`src/rtl/encrypt_scheduler.sv`:
```
// Round-robin front end sharing one 5-stage encryption core between two requesters.
// Holds a key per requester and tags every beat so results route back to their issuer.
module encrypt_scheduler #(
  parameter int N   = 8,
  parameter int LAT = 5
) (
  input  logic         clock,
  input  logic         reset_n,
  input  logic [1:0]   req_valid,
  output logic [1:0]   req_ready,
  input  logic [N-1:0] req_data0,
  input  logic [N-1:0] req_data1,
  input  logic         key_we,
  input  logic         key_sel,
  input  logic [N-1:0] key_wdata,
  input  logic         hold,
  output logic [N-1:0] core_data,
  output logic [N-1:0] core_key,
  input  logic [N-1:0] core_e_data,
  output logic [1:0]   rsp_valid,
  output logic [N-1:0] rsp_data,
  output logic         idle
);

  typedef struct packed {
    logic valid;
    logic id;
  } tag_t;

  logic [N-1:0]     key0;
  logic [N-1:0]     key1;
  logic             ptr;
  tag_t [LAT-1:0]   tags;
  logic             grant_any;
  logic             grant_id;

  // Grant logic; forced to zero while reset is asserted so no beat is offered mid-reset.
  always_comb begin
    // NOTE: every combinational output gets a default first, so no path can infer a latch.
    req_ready = 2'b00;
    if (reset_n && !hold) begin
      case (req_valid)
        2'b01:   req_ready = 2'b01;
        2'b10:   req_ready = 2'b10;
        2'b11:   req_ready = ptr ? 2'b10 : 2'b01;
        default: req_ready = 2'b00;
      endcase
    end
  end

  assign grant_any = |req_ready;
  assign grant_id  = req_ready[1];

  assign core_data = !grant_any ? '0 : (grant_id ? req_data1 : req_data0);
  assign core_key  = !grant_any ? '0 : (grant_id ? key1 : key0);

  // Keys are read combinationally above, so a same-edge write only affects later grants.
  always_ff @(posedge clock or negedge reset_n) begin
    if (!reset_n) begin
      key0 <= '0;
      key1 <= '0;
      ptr  <= 1'b0;
    end else begin
      // NOTE: sequential state uses non-blocking assignment so all registers see pre-edge values.
      if (key_we && !key_sel) key0 <= key_wdata;
      if (key_we &&  key_sel) key1 <= key_wdata;
      if (grant_any)          ptr  <= !grant_id;
    end
  end

  // Tag pipeline moves in lockstep with the core stages; entry LAT-1 matches e_data.
  always_ff @(posedge clock or negedge reset_n) begin
    if (!reset_n) begin
      // NOTE: only the tag valids need reset; stale core data is harmless once its tag is gone.
      tags <= '0;
    end else begin
      tags[0] <= '{valid: grant_any, id: grant_id};
      for (int k = 1; k < LAT; k++) begin
        tags[k] <= tags[k-1];
      end
    end
  end

  always_comb begin
    rsp_valid = 2'b00;
    if (tags[LAT-1].valid) begin
      rsp_valid = tags[LAT-1].id ? 2'b10 : 2'b01;
    end
  end

  assign rsp_data = core_e_data;

  always_comb begin
    idle = 1'b1;
    for (int k = 0; k < LAT; k++) begin
      if (tags[k].valid) idle = 1'b0;
    end
  end

endmodule

```
`config.mk`:
```
export PLATFORM = sky130hd
export DESIGN_NAME = encrypt_scheduler
export DESIGN_NICKNAME = d
export VERILOG_FILES = /design/src/rtl/encrypt_scheduler.sv
export SDC_FILE = /design/constraint.sdc
export NUM_CORES = 1
export LEC_CHECK = 0
export CORE_MARGIN = 2
export CORE_UTILIZATION = 40
export CTS_BUF_LIST = sky130_fd_sc_hd__clkbuf_16
export CTS_CLUSTER_DIAMETER = 100
export DETAILED_ROUTE_END_ITERATION = 10
export PLACE_DENSITY = 0.8
export SLEW_MARGIN = 0
export SYNTH_ARGS = -nofsm -noshare
export SYNTH_HDL_FRONTEND = slang
export SYNTH_SLANG_ARGS = --single-unit
export TNS_END_PERCENT = 50
```
`constraint.sdc`:
```
create_clock -name clock -period 1.5 [get_ports clock]
set_input_delay 0.225 -clock clock [delete_from_list [all_inputs] [get_ports clock]]
set_output_delay 0.225 -clock clock [all_outputs]
set_load 0.01 [all_outputs]
```
==> results.tsv, run 1 <==
stage	metric	value	unit
status	status	finished with violations	
status	violations	negative setup slack	
clock_network	hold_buffers	0	
synth	ys_seq_area_frac	0.498	
sta	tns	-1640	ps
floorplan	rows	21	
sta	finalSetupViolCount	17	
worst_setup_path	arrival	1410	ps
sta	max_freq	612	MHz
sta	worst_pin_slew	387	ps
synth	synth_cell_types	20	
synth	yosysTopAreaCellShare	0.498	
global_routing	grt_use_total	0.196	
layout	fillers	285	
power_and_ir_drop	p_leak	0.894	nW
synth	synth_edf_count	0	
clock_network	cts.path.max_buffers	2	
clock_network	path_clk_slew	70	ps
clock_network	root_buffer	clkbuf_16	
power_and_ir_drop	power_frac_seq	0.441	
global_routing	grt_remaining_overflow	0	
route	ant_nets	0	
synth	ys_ff_latch	27	
power_and_ir_drop	p_switching	0.000517	W
clock_network	clock-sinks	27	
synth	ys_top_cells_by_area	dfrtp_1, mux2_2, nand3b_1, a21oi_1, o21ai_0	
sta	fin_crit	1630	ps
power_and_ir_drop	ir_drop	0.861	mV
global_routing	grt_pass1_wl	6060	um
worst_setup_path	cp-end-kind	primary output	
route	wirelength	3800	um
power_and_ir_drop	p_clk_frac	0.314	
placed_design	place_area	0.00194	mm2
global_routing	grt_pass1_vias	1263	
synth	synth_most_common_cell	dfrtp_1	
synth	synthesis.instances	123	
synth	avgSynthCellArea	11.0	um2
power_and_ir_drop	p_comb_frac	0.245	
synth	syn_area	0.00136	mm2
floorplan	start_util	0.413	
power_and_ir_drop	power_density	976	mW/mm2
worst_setup_path	start_kind	register	
worst_setup_path	crit_type	register to primary output	
sta	relSlewSlack	0.742	
sta	drv_slew	0	
sta	period_share	1.09	
layout	diodes	0	
floorplan	die_y	62.3	um
layout	drive_gt1_frac	0.428	
global_routing	grt_max_degree	28	
route	dr.first_iter.drc_count	46	
placed_design	dpl_worst_slack	-620	ps
sta	clock_skew	1.41	ps
worst_setup_path	crit_fanout	2	
placed_design	hpwl	2570	um
layout	fin_area	0.00200	mm2
clock_network	cts_tree	done	
route	vias_per_cell	5.21	
layout	layout.nets	220	
run	drv_cap	0	
clock_network	cts_htree_levels	1	
floorplan	num_io_pins	68	
synth	syn-num-nets	162	
placed_design	gp_congestion	0.768	
floorplan	dieArea	0.00388	mm2
clock_network	cts_made_buffers	3	
synth	async_flop_share	1.00	
floorplan	core-area	0.00328	mm2
worst_hold_path	hold_path_class	primary input to async pin	
power_and_ir_drop	switching_share	0.265	
layout	syn_to_final_growth	47.5	%
placed_design	port_buffers	51	
route	num_vias	1177	
floorplan	die_w	62.3	um
sta	layout_setup_ws	-133	ps
synth	yosys.area.top_type	dfrtp_1	
power_and_ir_drop	p_int	0.00144	W
synth	yosys_warnings	0	
sta	rsz0062_at_grt	yes	
clock_network	clock_latency	260	ps
route	wl_per_cell	16.8	um
sta	hold_viol	0	
worst_setup_path	required	1270	ps
global_routing	antenna_found_initial	0	
route	route.detailed.drc	0	
route	drt_pass1_iterations	4	
synth	synthFlopType	dfrtp_1	
synth	synth_common_cells	dfrtp_1, a21oi_1, mux2_2, nand3b_1, o21ai_0	
sta	fin_hold_ws	106	ps
==> metrics by stage <==
| step | cells | total power (W) | utilization |
|---|---|---|---|
| global placement | 220 | 0.00130 | 0.590 |
| global route | 226 | 0.00205 | 0.610 |
| CTS | 229 | 0.00200 | 0.617 |
| detailed placement | 220 | 0.00133 | 0.590 |
| finish | 226 | 0.00195 | 0.610 |
| floorplan | 123 | 0.00111 | - |
==> area by class of cell <==
type,instances,area [um2],area share
clock buffer,3,75.1,0.0375
clock inverter,1,7.51,0.00375
inverter,2,7.51,0.00375
multi-input combinational,78,613,0.306
sequential,27,676,0.338
tap,46,57.6,0.0287
timing repair buffer,69,566,0.282
==> critical path, cell delays in order, from the launching register on <==
cell	delay [ps]
dfrtp_1	380
or4_1	520
nor2_1	110
buf_2	140
==> kinds of logic after synthesis <==
group	synth area share
compound gates	0.136
flops	0.498
simple gates	0.138
buf+inv	0.0949
mux	0.133
==> power by group through the flow <==
| stage | registers [W] | clock network (W) | logic, W |
|---|---|---|---|
| after floorplan | 0.000857 | 0 | 0.000254 |
| after global placement | 0.000863 | 0 | 0.000436 |
| after detailed placement | 0.000870 | 0 | 0.000455 |
| after CTS | 0.000858 | 0.000627 | 0.000516 |
| after global routing | 0.000870 | 0.000664 | 0.000515 |
| final | 0.000861 | 0.000614 | 0.000479 |
==> cell usage in the layout (no fill, tap or decap), drive strengths merged <==
cell type / synthesis / layout
nor3b: 1 / 1
mux2: 16 / 16
nor2: 1 / 1
or4: 1 / 1
dlygate4sd2: 0 / 5
clkbuf: 0 / 3
clkinvlp: 0 / 1
and2b: 1 / 1
inv: 2 / 2
o21ai: 17 / 17
dlymetal6s2s: 0 / 1
dfrtp: 27 / 27
clkdlybuf4s50: 0 / 26
a31oi: 1 / 1
nand3b: 16 / 16
buf: 16 / 37
nand2: 2 / 2
nor2b: 3 / 3
and2: 1 / 1
a21oi: 18 / 18
==> sequential cells by signal, indices dropped and copies added (netlist names) <==
signal  count
key0        8
key1        8
ptr         1
tags       10
==> worst paths after layout <==
check                                       start             endpoint  slack [ps]  cells past startpoint
worst max-delay path            tags[1]$_DFF_PN0_                 idle        -130                      3
worst min register to register  tags[6]$_DFF_PN0_    tags[8]$_DFF_PN0_         360                      0
min in group clock              tags[6]$_DFF_PN0_    tags[8]$_DFF_PN0_         360                      0
worst max register to register    ptr$_DFFE_PN0P_    tags[0]$_DFF_PN0_         440                      4
worst min-delay path                      reset_n    tags[2]$_DFF_PN0_         110                      2
max in group asynchronous                 reset_n  key1[2]$_DFFE_PN0P_        1120                      2
==> routing by layer <==
| layer | up-vias | track usage | part of all wire |
|---|---|---|---|
| li1 | 543 | - | - |
| met1 | 577 | 0.216 | 0.39 |
| met2 | 48 | 0.357 | 0.53 |
| met3 | 9 | 0.0580 | 0.060 |
| met4 | 0 | 0.0722 | 0.025 |
| met5 | - | 0 | 0 |
==> repair_timing <==
action	in CTS	in global routing
setup endpoints to repair	21	19
endpoints found under the hold margin	0	0
resized for setup	93	22
cloned	2	0
pin swaps	11	12
setup buffers	3	0
No activity file was read; power rests on OpenSTA's default activity.
==> run 2, diff against run 1 <==
--- a/config.mk
+++ b/config.mk
@@ -10,7 +10,9 @@
 export CTS_BUF_LIST = sky130_fd_sc_hd__clkbuf_16
 export CTS_CLUSTER_DIAMETER = 100
 export DETAILED_ROUTE_END_ITERATION = 10
-export PLACE_DENSITY = 0.8
+export GPL_TIMING_DRIVEN = 1
+export HOLD_SLACK_MARGIN = 0.08
+export PLACE_DENSITY = 0.82
 export SLEW_MARGIN = 0
 export SYNTH_ARGS = -nofsm -noshare
 export SYNTH_HDL_FRONTEND = slang
==> results.tsv, run 2 (synthesis gave the netlist of run 1 again) <==
stage	metric	value	unit
layout	layout.nets	221	
layout	largest-register	tags	
worst_setup_path	cpMaxStageDelayCell	dfrtp_1	
power_and_ir_drop	ir_drop	0.710	mV
route	wirelength	3940	um
clock_network	root_buffer	clkbuf_16	
placed_design	gp_congestion	0.745	
route	wl_per_cell	17.4	um
floorplan	num_io_pins	68	
clock_network	cts_made_buffers	3	
status	status	finished with violations	
worst_setup_path	arrival	1560	ps
worst_setup_path	required	1270	ps
route	num_vias	1207	
run	drv_cap	0	
layout	fin_area	0.00208	mm2
layout	diodes	0	
worst_setup_path	crit_type	register to primary output	
layout	fillers	274	
sta	tns	-3000	ps
worst_setup_path	rr_worst_depth	4	
global_routing	antenna_found_initial	0	
power_and_ir_drop	p_total	0.00202	W
global_routing	grt_remaining_overflow	0	
status	violations	negative setup slack	
worst_setup_path	critical_path_buf_inv_count	3	
clock_network	clock-sinks	27	
clock_network	path_clk_slew	70	ps
placed_design	hpwl	2610	um
layout	top_regs	tags (10), key0 (8), key1 (8)	
sta	worst_pin_slew	347	ps
floorplan	core-area	0.00328	mm2
placed_design	port_buffers	51	
sta	rsz0062_at_grt	yes	
route	drt_pass1_iterations	4	
clock_network	cts_htree_levels	1	
sta	hold_viol	0	
power_and_ir_drop	p_leak	0.929	nW
layout	final_util	0.634	
worst_setup_path	start_kind	register	
sta	period_share	1.19	
worst_setup_path	cp_cell_sequence	nor2b_4, buf_12, buf_16, nand3b_1, a21oi_2, buf_2	
floorplan	die_y	62.3	um
worst_hold_path	hold_path_class	primary input to async pin	
sta	drv_slew	0	
route	ant_nets	0	
sta	fin_crit	1790	ps
global_routing	grt_pass1_wl	6070	um
global_routing	grt_pass1_vias	1263	
route	vias_per_cell	5.32	
layout	final_common_cell	dfrtp_1	
clock_network	clock_latency	260	ps
floorplan	start_util	0.413	
route	dr.first_iter.drc_count	39	
worst_setup_path	cp-end-kind	primary output	
layout	syn_to_final_growth	53.4	%
clock_network	cts_tree	done	
layout	multi_input_area	596	um2
placed_design	place_area	0.00196	mm2
power_and_ir_drop	power_density	971	mW/mm2
worst_setup_path	crit_fanout	7	
layout	drive_gt1_frac	0.403	
clock_network	hold_buffers	0	
floorplan	die_w	62.3	um
layout	seqCellArea	676	um2
worst_setup_path	path_delay_family	buffers and inverters	
sta	max_freq	560	MHz
worst_setup_path	cp.depth	6	
layout	layout_common_cells	dfrtp_1, clkdlybuf4s50_1, buf_2, nand3b_1, mux2_2	
global_routing	grt_use_total	0.198	
sta	fin_hold_ws	93.2	ps
sta	finalSetupViolCount	18	
sta	relSlewSlack	0.769	
global_routing	grt_max_degree	28	
floorplan	dieArea	0.00388	mm2
worst_setup_path	critPathMaxStageDelay	400	ps
route	route.detailed.drc	0	
floorplan	rows	21	
layout	largest_register_ff_count	10	
sta	layout_setup_ws	-285	ps
clock_network	cts.path.max_buffers	2	
sta	clock_skew	0.542	ps
-- run 2: layout make-up --
| type | count | area share |
|---|---|---|
| sequential | 27 | 0.325 |
| timing repair buffer | 70 | 0.320 |
| multi-input combinational | 78 | 0.286 |
| clock buffer | 3 | 0.0361 |
| tap | 46 | 0.0276 |
| inverter | 2 | 0.00361 |
| clock inverter | 1 | 0.00240 |
-- run 2: path summary, 6_finish.rpt --
path	startpoint	endpoint	slack (ps)
min in group clock	tags[4]$_DFF_PN0_	tags[6]$_DFF_PN0_	350
worst min-delay path	reset_n	ptr$_DFFE_PN0P_	90
worst min register to register	tags[4]$_DFF_PN0_	tags[6]$_DFF_PN0_	350
worst max-delay path	ptr$_DFFE_PN0P_	core_data[0]	-290
worst max register to register	ptr$_DFFE_PN0P_	tags[0]$_DFF_PN0_	510
max in group asynchronous	reset_n	key1[3]$_DFFE_PN0P_	1140
-- run 2: stage by stage --
stage / setup WS (ps) / cells
2_1_floorplan: 249 / 123
3_3_place_gp: -573 / 218
3_5_place_dp: -618 / 218
4_1_cts: -224 / 226
5_1_grt: -332 / 227
6_report: -285 / 227
-- run 2: routing by layer --
layer | track usage | wire length [um] | part of all wire
met5 | 0 | 0 | 0
met4 | 0.0556 | 144 | 0.037
met3 | 0.0725 | 282 | 0.072
met2 | 0.353 | 1950 | 0.49
met1 | 0.223 | 1570 | 0.40
-- run 2: timing repair --
item                       in CTS  in global routing
hold endpoints to repair        0                  0
setup buffers                   2                  1
gates cloned                    2                  1
resized for setup              96                 15
pin swaps                       5                 10
setup endpoints to repair      21                 18
-- run 2: worst reg2reg max path, cell delays in order, from the launching register on --
cell	delay, ps
dfrtp_1	400
nor2b_4	70
buf_12	140
buf_6	120
nor3b_2	180
-- run 2: power breakdown --
group | switching (W) | total, W | internal [W]
Clock | 0.000245 | 0.000604 | 0.000359
Combinational | 0.000231 | 0.000559 | 0.000328
Sequential | 0.0000478 | 0.000859 | 0.000811
==> run 3, diff against run 2 <==
--- a/config.mk
+++ b/config.mk
@@ -11,7 +11,7 @@
 export CTS_CLUSTER_DIAMETER = 100
 export DETAILED_ROUTE_END_ITERATION = 10
 export GPL_TIMING_DRIVEN = 1
-export HOLD_SLACK_MARGIN = 0.08
+export HOLD_SLACK_MARGIN = 0.1
 export PLACE_DENSITY = 0.82
 export SLEW_MARGIN = 0
 export SYNTH_ARGS = -nofsm -noshare
==> results of run 3 <==
The final DEF is identical to that of run 2; final timing and power are the same.
